$ cat src/rtl/glip_fifo_bridge_if.sv
// Bundle of the host-side and logic-side signals of the GLIP FIFO bridge.
// The bridge itself uses the slave modport; the host/logic environment
// uses the master modport.
interface glip_fifo_bridge_if #(
  parameter int WIDTH = 16,
  parameter int DEPTH = 16
);
  localparam int AW = $clog2(DEPTH);
  localparam int SW = 2 * AW + 8;

  // host side
  logic [WIDTH-1:0] host_wr_data;
  logic             host_wr_en;
  logic [WIDTH-1:0] host_rd_data;
  logic             host_rd_en;
  logic             host_ctrl_we;
  logic [2:0]       host_ctrl_wdata;
  logic [SW-1:0]    host_status;

  // logic side
  logic [WIDTH-1:0] fifo_in_data;
  logic             fifo_in_valid;
  logic             fifo_in_ready;
  logic [WIDTH-1:0] fifo_out_data;
  logic             fifo_out_valid;
  logic             fifo_out_ready;

  // control / status outputs
  logic             com_rst;
  logic             logic_rst;
  logic             error;

  modport master (
    output host_wr_data, host_wr_en, host_rd_en, host_ctrl_we, host_ctrl_wdata,
    output fifo_in_ready, fifo_out_data, fifo_out_valid,
    input  host_rd_data, host_status, fifo_in_data, fifo_in_valid,
    input  fifo_out_ready, com_rst, logic_rst, error
  );

  modport slave (
    input  host_wr_data, host_wr_en, host_rd_en, host_ctrl_we, host_ctrl_wdata,
    input  fifo_in_ready, fifo_out_data, fifo_out_valid,
    output host_rd_data, host_status, fifo_in_data, fifo_in_valid,
    output fifo_out_ready, com_rst, logic_rst, error
  );
endinterface

$ cat src/rtl/glip_fifo_bridge.sv
// GLIP FIFO bridge: one first-word-fall-through FIFO per direction between
// a host port and user logic, plus a small control register (communication
// reset, logic reset, error clear) and sticky overflow/underflow flags.
module glip_fifo_bridge #(
  parameter int WIDTH = 16,
  parameter int DEPTH = 16
) (
  input logic              clk,
  input logic              rst_n,
  glip_fifo_bridge_if.slave bus
);
  localparam int AW = $clog2(DEPTH);
  localparam int LW = AW + 1;

  // Head words are read combinationally so the FIFOs fall through;
  // this maps to distributed RAM rather than block RAM.
  logic [WIDTH-1:0] in_mem  [DEPTH];
  logic [WIDTH-1:0] out_mem [DEPTH];

  logic [AW-1:0] in_wr_ptr_reg, in_rd_ptr_reg;
  logic [AW-1:0] out_wr_ptr_reg, out_rd_ptr_reg;
  logic [LW-1:0] in_level_reg, out_level_reg;
  logic          in_ovf_reg, out_udf_reg;
  logic          com_rst_reg, logic_rst_reg;

  logic in_full, in_empty, out_full, out_empty;
  logic in_push, in_pop, out_push, out_pop;
  logic flush, err_clr;

  // Full/empty come from pre-edge levels, so a push into a full FIFO is
  // dropped even when a pop happens in the same cycle.
  always_comb begin
    in_full   = (in_level_reg == LW'(DEPTH));
    in_empty  = (in_level_reg == '0);
    out_full  = (out_level_reg == LW'(DEPTH));
    out_empty = (out_level_reg == '0);
    in_push   = bus.host_wr_en && !in_full && !com_rst_reg;
    in_pop    = !in_empty && bus.fifo_in_ready;
    out_push  = bus.fifo_out_valid && !out_full && !com_rst_reg;
    out_pop   = bus.host_rd_en && !out_empty;
    // Flush on the same edge com_rst is loaded so the FIFOs read empty as
    // soon as com_rst is visible, and keep them empty while it stays set.
    flush     = com_rst_reg || (bus.host_ctrl_we && bus.host_ctrl_wdata[0]);
    err_clr   = bus.host_ctrl_we && bus.host_ctrl_wdata[2];
  end

  // Data storage; contents are not reset, only pointers and levels are.
  always_ff @(posedge clk) begin
    if (in_push)  in_mem[in_wr_ptr_reg]   <= bus.host_wr_data;
    if (out_push) out_mem[out_wr_ptr_reg] <= bus.fifo_out_data;
  end

  // In-FIFO pointers and level.
  always_ff @(posedge clk or negedge rst_n) begin
    if (!rst_n) begin
      in_wr_ptr_reg <= '0;
      in_rd_ptr_reg <= '0;
      in_level_reg  <= '0;
    end else if (flush) begin
      in_wr_ptr_reg <= '0;
      in_rd_ptr_reg <= '0;
      in_level_reg  <= '0;
    end else begin
      if (in_push) in_wr_ptr_reg <= in_wr_ptr_reg + AW'(1);
      if (in_pop)  in_rd_ptr_reg <= in_rd_ptr_reg + AW'(1);
      in_level_reg <= in_level_reg + LW'(in_push) - LW'(in_pop);
    end
  end

  // Out-FIFO pointers and level.
  always_ff @(posedge clk or negedge rst_n) begin
    if (!rst_n) begin
      out_wr_ptr_reg <= '0;
      out_rd_ptr_reg <= '0;
      out_level_reg  <= '0;
    end else if (flush) begin
      out_wr_ptr_reg <= '0;
      out_rd_ptr_reg <= '0;
      out_level_reg  <= '0;
    end else begin
      if (out_push) out_wr_ptr_reg <= out_wr_ptr_reg + AW'(1);
      if (out_pop)  out_rd_ptr_reg <= out_rd_ptr_reg + AW'(1);
      out_level_reg <= out_level_reg + LW'(out_push) - LW'(out_pop);
    end
  end

  // Sticky error flags; a new event in the clearing cycle keeps the flag set.
  always_ff @(posedge clk or negedge rst_n) begin
    if (!rst_n) begin
      in_ovf_reg  <= 1'b0;
      out_udf_reg <= 1'b0;
    end else begin
      in_ovf_reg  <= (in_ovf_reg && !err_clr) || (bus.host_wr_en && in_full);
      out_udf_reg <= (out_udf_reg && !err_clr) || (bus.host_rd_en && out_empty);
    end
  end

  // Control register: reset outputs are plain register values.
  always_ff @(posedge clk or negedge rst_n) begin
    if (!rst_n) begin
      com_rst_reg   <= 1'b0;
      logic_rst_reg <= 1'b0;
    end else if (bus.host_ctrl_we) begin
      com_rst_reg   <= bus.host_ctrl_wdata[0];
      logic_rst_reg <= bus.host_ctrl_wdata[1];
    end
  end

  assign bus.host_rd_data   = out_mem[out_rd_ptr_reg];
  assign bus.fifo_in_data   = in_mem[in_rd_ptr_reg];
  assign bus.fifo_in_valid  = !in_empty;
  assign bus.fifo_out_ready = !out_full && !com_rst_reg;
  assign bus.com_rst        = com_rst_reg;
  assign bus.logic_rst      = logic_rst_reg;
  assign bus.error          = in_ovf_reg | out_udf_reg;
  assign bus.host_status    = {in_ovf_reg, out_udf_reg, in_full, in_empty,
                               out_full, out_empty, in_level_reg, out_level_reg};
endmodule

$ cat src/flat_wrapper.sv
// flat-port wrapper written by rule: the top's interface ports become plain ports
module glip_fifo_bridge_flat 
#(
  parameter int WIDTH = 16,
  parameter int DEPTH = 16
)
  (clk, rst_n, bus_host_wr_data, bus_host_wr_en, bus_host_rd_en, bus_host_ctrl_we, bus_host_ctrl_wdata, bus_fifo_in_ready, bus_fifo_out_data, bus_fifo_out_valid, bus_host_rd_data, bus_host_status, bus_fifo_in_data, bus_fifo_in_valid, bus_fifo_out_ready, bus_com_rst, bus_logic_rst, bus_error);
  glip_fifo_bridge_if #(.WIDTH(WIDTH), .DEPTH(DEPTH)) bus_i ();
  input logic clk;
  input logic rst_n;
  input wire logic [$bits(bus_i.host_wr_data)-1:0] bus_host_wr_data;
  input wire logic [$bits(bus_i.host_wr_en)-1:0] bus_host_wr_en;
  input wire logic [$bits(bus_i.host_rd_en)-1:0] bus_host_rd_en;
  input wire logic [$bits(bus_i.host_ctrl_we)-1:0] bus_host_ctrl_we;
  input wire logic [$bits(bus_i.host_ctrl_wdata)-1:0] bus_host_ctrl_wdata;
  input wire logic [$bits(bus_i.fifo_in_ready)-1:0] bus_fifo_in_ready;
  input wire logic [$bits(bus_i.fifo_out_data)-1:0] bus_fifo_out_data;
  input wire logic [$bits(bus_i.fifo_out_valid)-1:0] bus_fifo_out_valid;
  output wire logic [$bits(bus_i.host_rd_data)-1:0] bus_host_rd_data;
  output wire logic [$bits(bus_i.host_status)-1:0] bus_host_status;
  output wire logic [$bits(bus_i.fifo_in_data)-1:0] bus_fifo_in_data;
  output wire logic [$bits(bus_i.fifo_in_valid)-1:0] bus_fifo_in_valid;
  output wire logic [$bits(bus_i.fifo_out_ready)-1:0] bus_fifo_out_ready;
  output wire logic [$bits(bus_i.com_rst)-1:0] bus_com_rst;
  output wire logic [$bits(bus_i.logic_rst)-1:0] bus_logic_rst;
  output wire logic [$bits(bus_i.error)-1:0] bus_error;
  assign bus_i.host_wr_data = bus_host_wr_data;
  assign bus_i.host_wr_en = bus_host_wr_en;
  assign bus_i.host_rd_en = bus_host_rd_en;
  assign bus_i.host_ctrl_we = bus_host_ctrl_we;
  assign bus_i.host_ctrl_wdata = bus_host_ctrl_wdata;
  assign bus_i.fifo_in_ready = bus_fifo_in_ready;
  assign bus_i.fifo_out_data = bus_fifo_out_data;
  assign bus_i.fifo_out_valid = bus_fifo_out_valid;
  assign bus_host_rd_data = bus_i.host_rd_data;
  assign bus_host_status = bus_i.host_status;
  assign bus_fifo_in_data = bus_i.fifo_in_data;
  assign bus_fifo_in_valid = bus_i.fifo_in_valid;
  assign bus_fifo_out_ready = bus_i.fifo_out_ready;
  assign bus_com_rst = bus_i.com_rst;
  assign bus_logic_rst = bus_i.logic_rst;
  assign bus_error = bus_i.error;
  glip_fifo_bridge #(.WIDTH(WIDTH), .DEPTH(DEPTH)) u_core (.clk(clk), .rst_n(rst_n), .bus(bus_i));
endmodule
$ cat config.mk
export PLATFORM = sky130hd
export DESIGN_NAME = glip_fifo_bridge_flat
export DESIGN_NICKNAME = d
export VERILOG_FILES = /design/src/rtl/glip_fifo_bridge_if.sv /design/src/rtl/glip_fifo_bridge.sv /design/src/flat_wrapper.sv
export SDC_FILE = /design/constraint.sdc
export NUM_CORES = 1
export LEC_CHECK = 0
export CORE_MARGIN = 2
export CORE_UTILIZATION = 60
export CTS_CLUSTER_SIZE = 12
export DETAILED_ROUTE_END_ITERATION = 16
export PLACE_DENSITY = 0.79
export SLEW_MARGIN = 20
export SYNTH_ARGS = -nofsm -noshare
export SYNTH_HDL_FRONTEND = slang
export SYNTH_SLANG_ARGS = --single-unit
export TNS_END_PERCENT = 50
$ cat constraint.sdc
create_clock -name clk -period 3.6 [get_ports clk]
set_input_delay 0.72 -clock clk [delete_from_list [all_inputs] [get_ports clk]]
set_output_delay 0.72 -clock clk [all_outputs]
set_load 0.02 [all_outputs]
==> results.json, run 1 <==
{
  "cts.htree.levels": 2,
  "antenna_cells": 0,
  "number_of_global_route_vias_before_repair": 11700,
  "grt_start_max_net_pins": 35,
  "yosys.cell_types.count": 42,
  "cp.arrival_ns": 2.84,
  "finalCriticalPeriod_ns": 3.56,
  "sw_frac_of_total": 0.257,
  "grt_pass1_wl_um": 69400,
  "antenna_left": 0,
  "class_of_the_worst_hold_path": "primary input to async pin",
  "worst_ir_drop_vdd_mv": 0.452,
  "initial_core_util": 0.606,
  "p_comb_frac": 0.209,
  "dpl_cell_area_mm2": 0.0237,
  "overflow": 0,
  "gr-usage-all-layers": 0.243,
  "area_growth_pct": 15.0,
  "clock_latency_ns": 0.57,
  "cell_internal_pwr_mw": 11.3,
  "rsz_0062_raised_after_global_routing": "yes",
  "drive_above_1_share": 0.225,
  "antenna_found_initial": 0,
  "setup-violations-final": 0,
  "place.detailed.hpwl_um": 27300,
  "ctsRootBufferMaster": "sky130_fd_sc_hd__clkbuf_16",
  "critPathKind": "register to output pin",
  "report.final.hold_viol_count": 0,
  "ctsLongestPathBuffers": 3,
  "critical_path.reg2reg.startpoint": "u_core.in_level_reg[3]",
  "final_nets": 1384,
  "post_cts_hold_buffer_count": 0,
  "cts_tree": "yes",
  "clkSinkCount": 542,
  "p_seq_frac": 0.471,
  "worst_clock_skew_ns": 0.0171,
  "p_switching_mw": 3.92,
  "power.clock.fraction": 0.320,
  "post-route-worst-setup-slack_ns": 0.0437,
  "worst_slew_margin_rel": 0.358,
  "post_synthesis_cell_area_mm2": 0.0221,
  "whs_ns": 0.128,
  "r2r_setup_slack_ns": 0.37,
  "wl_per_cell_um": 25.5,
  "route.vias.total": 11300,
  "static-leakage-power_nw": 8.51,
  "dr.first_iter.drc_count": 847,
  "outcome": "finished clean",
  "f_max_mhz": 281,
  "cap_violations": 0,
  "number_of_max_slew_violations_in_the_final_report": 0,
  "syn-num-nets": 1225,
  "cp_data_required_time_ns": 2.88,
  "pwr_density_cell_mw_per_mm2": 600,
  "synth-seq-area-share": 0.730,
  "detail_route.wirelength_um": 46100,
  "placeableCoreArea_mm2": 0.0364,
  "place.gp.congestion": 0.762,
  "worst_setup_hold_path_clk_slew_ns": 0.06,
  "chipHeight_um": 196,
  "rr_endpoint": "u_core.in_level_reg[4]",
  "cts_buffers": 53,
  "final.setup.tns_ns": 0,
  "avgViaCountPerCell": 6.26,
  "largestRegisters": "u_core.in_mem: 256 flops, u_core.out_mem: 256 flops",
  "timing.final.crit_share": 0.988,
  "postSynthRegisterBits": 542,
  "port_buffer_count": 94,
  "post_synth.cell_area_avg_um2": 19.1,
  "stdcell_area_mm2": 0.0254,
  "worst-r2r-cell-count": 14,
  "post_synth_inst_count": 1159,
  "total_iterations_of_the_first_detailed_routing_run": 5,
  "die_outline_area_mm2": 0.0384,
  "post-place-ws_ns": 0.374,
  "worst-slew-pin-transition_ns": 0.963,
  "placementRows": 70,
  "num_io_pins": 95,
  "cp-start-kind": "register",
  "drc_violation_count_after_routing": 0,
  "floorplan.die.width_um": 196,
  "end_kind": "output pin",
  "timing.critical_path.fanout_max": 9,
  "synth.yosys.warnings": 0
}
## layout make-up
cell class	count	area (µm²)
clock inverter	8	41.3
sequential	542	16100
timing repair buffer	175	1690
clock buffer	70	1430
fill	2252	11000
inverter	30	113
tap	468	586
multi-input combinational	516	5420
## cell usage in the layout (no fill, tap or decap), types with 13 or more instances in the layout
master / netlist / final
sky130_fd_sc_hd__a221oi_2: 59 / 57
sky130_fd_sc_hd__a22oi_1: 32 / 32
sky130_fd_sc_hd__buf_4: 17 / 70
sky130_fd_sc_hd__clkbuf_1: 13 / 15
sky130_fd_sc_hd__clkbuf_16: 0 / 55
sky130_fd_sc_hd__clkdlybuf4s50_1: 0 / 75
sky130_fd_sc_hd__dfrtp_1: 30 / 26
sky130_fd_sc_hd__edfxtp_1: 512 / 512
sky130_fd_sc_hd__ha_1: 22 / 22
sky130_fd_sc_hd__inv_1: 28 / 28
sky130_fd_sc_hd__mux2i_1: 129 / 129
sky130_fd_sc_hd__mux4_2: 64 / 64
sky130_fd_sc_hd__nand2_1: 47 / 47
sky130_fd_sc_hd__nor2_1: 46 / 33
sky130_fd_sc_hd__nor2_2: 0 / 13
sky130_fd_sc_hd__o21ai_0: 34 / 34
## power by group through the flow
stage / Clock, mW / Sequential [mW] / Combinational [mW]
final: 4.88 / 7.19 / 3.19
after global routing: 5.17 / 7.20 / 3.43
after CTS: 4.95 / 7.20 / 3.17
after detailed placement: 0 / 7.37 / 3.06
after global placement: 0 / 7.37 / 3.00
after floorplan: 0 / 7.29 / 2.24
## how the worst max path moves through the flow
stage / start / endpoint / slack [ns]
finish: u_core.in_rd_ptr_reg[0] / bus_fifo_in_data[7] / 0.04
global route: u_core.in_rd_ptr_reg[0] / bus_fifo_in_data[8] / -0.03
CTS: u_core.out_rd_ptr_reg[0] / bus_host_rd_data[11] / 0.002
detailed placement: u_core.out_rd_ptr_reg[0] / bus_host_rd_data[8] / 0.37
global placement: u_core.out_rd_ptr_reg[0] / bus_host_rd_data[10] / 0.41
floorplan: u_core.in_level_reg[3] / u_core.in_level_reg[4] / 0.61
## cell families after synthesis
logic type | share of synthesized area
AO/OA/AOI/OAI | 0.0640
XOR/XNOR | 0.00714
adder cells (fa/ha/maj) | 0.0143
buffers and inverters | 0.0310
flip-flops | 0.730
multiplexers | 0.125
AND/OR/NAND/NOR | 0.0290
## metal layers
| layer | vias up | wire [µm] | global-route usage |
|---|---|---|---|
| met1 | 5856 | 17600 | 0.298 |
| met5 | - | 0 | 0 |
| met4 | 0 | 1560 | 0.0873 |
| li1 | 4946 | - | - |
| met2 | 412 | 24400 | 0.438 |
| met3 | 111 | 2600 | 0.0406 |
## critical path, stage by stage, from the launching register on
cell and delay [ns]:
sky130_fd_sc_hd__dfrtp_4 0.56, sky130_fd_sc_hd__buf_4 0.26, sky130_fd_sc_hd__mux4_2 0.52, sky130_fd_sc_hd__a22oi_1 0.20, sky130_fd_sc_hd__nand2_1 0.15, sky130_fd_sc_hd__clkdlybuf4s50_1 0.58
## synth_stat cells (all sizes together)
master   count  area, µm²
edfxtp     512      15400
mux2i      129       1290
a221oi      64        930
mux4        64       1440
buf         58        523
nand2       48        183
nor2        46        173
o21ai       34        170
a22oi       32        240
dfrtp       30        751
inv         30        113
ha          22        275
clkbuf      13       48.8
nor3        10       50.1
xor2        10       87.6
nand3        9       45.0
xnor2        8       70.1
a21oi        7       35.0
nand2b       6       37.5
a21o         3       22.5
and2         3       18.8
nor2b        3       26.3
nor3b        3       27.5
a22o         2       17.5
and3         2       12.5
fa           2       40.0
mux2         2       22.5
nand4        2       18.8
nand4bb      2       22.5
or4b         2       20.0
or2          1       6.26
## stage by stage
step           std cells   util  power [mW]
6_report            1809  0.698        15.3
5_1_grt             1809  0.698        15.8
3_5_place_dp        1718  0.652        10.4
3_3_place_gp        1718  0.652        10.4
4_1_cts             1802  0.695        15.3
2_1_floorplan       1159      -        9.53
## timing repair
item | 4_1_cts | 5_1_grt
endpoints found under the hold margin | 0 | 0
cloned | 0 | 0
resized for setup | 16 | 12
pin swaps | 0 | 0
buffers inserted | 6 | 7
endpoints found under the setup margin | 30 | 12
Power figures use the tool's default switching activity.
==> run 2, diff against run 1 <==
--- a/config.mk
+++ b/config.mk
@@ -5,6 +5,7 @@
 export SDC_FILE = /design/constraint.sdc
 export NUM_CORES = 1
 export LEC_CHECK = 0
+export CAP_MARGIN = 10
 export CORE_MARGIN = 2
 export CORE_UTILIZATION = 60
 export CTS_CLUSTER_SIZE = 12
==> results of run 2 <==
Same layout as run 1: the final DEF is identical, and so are final timing and power.
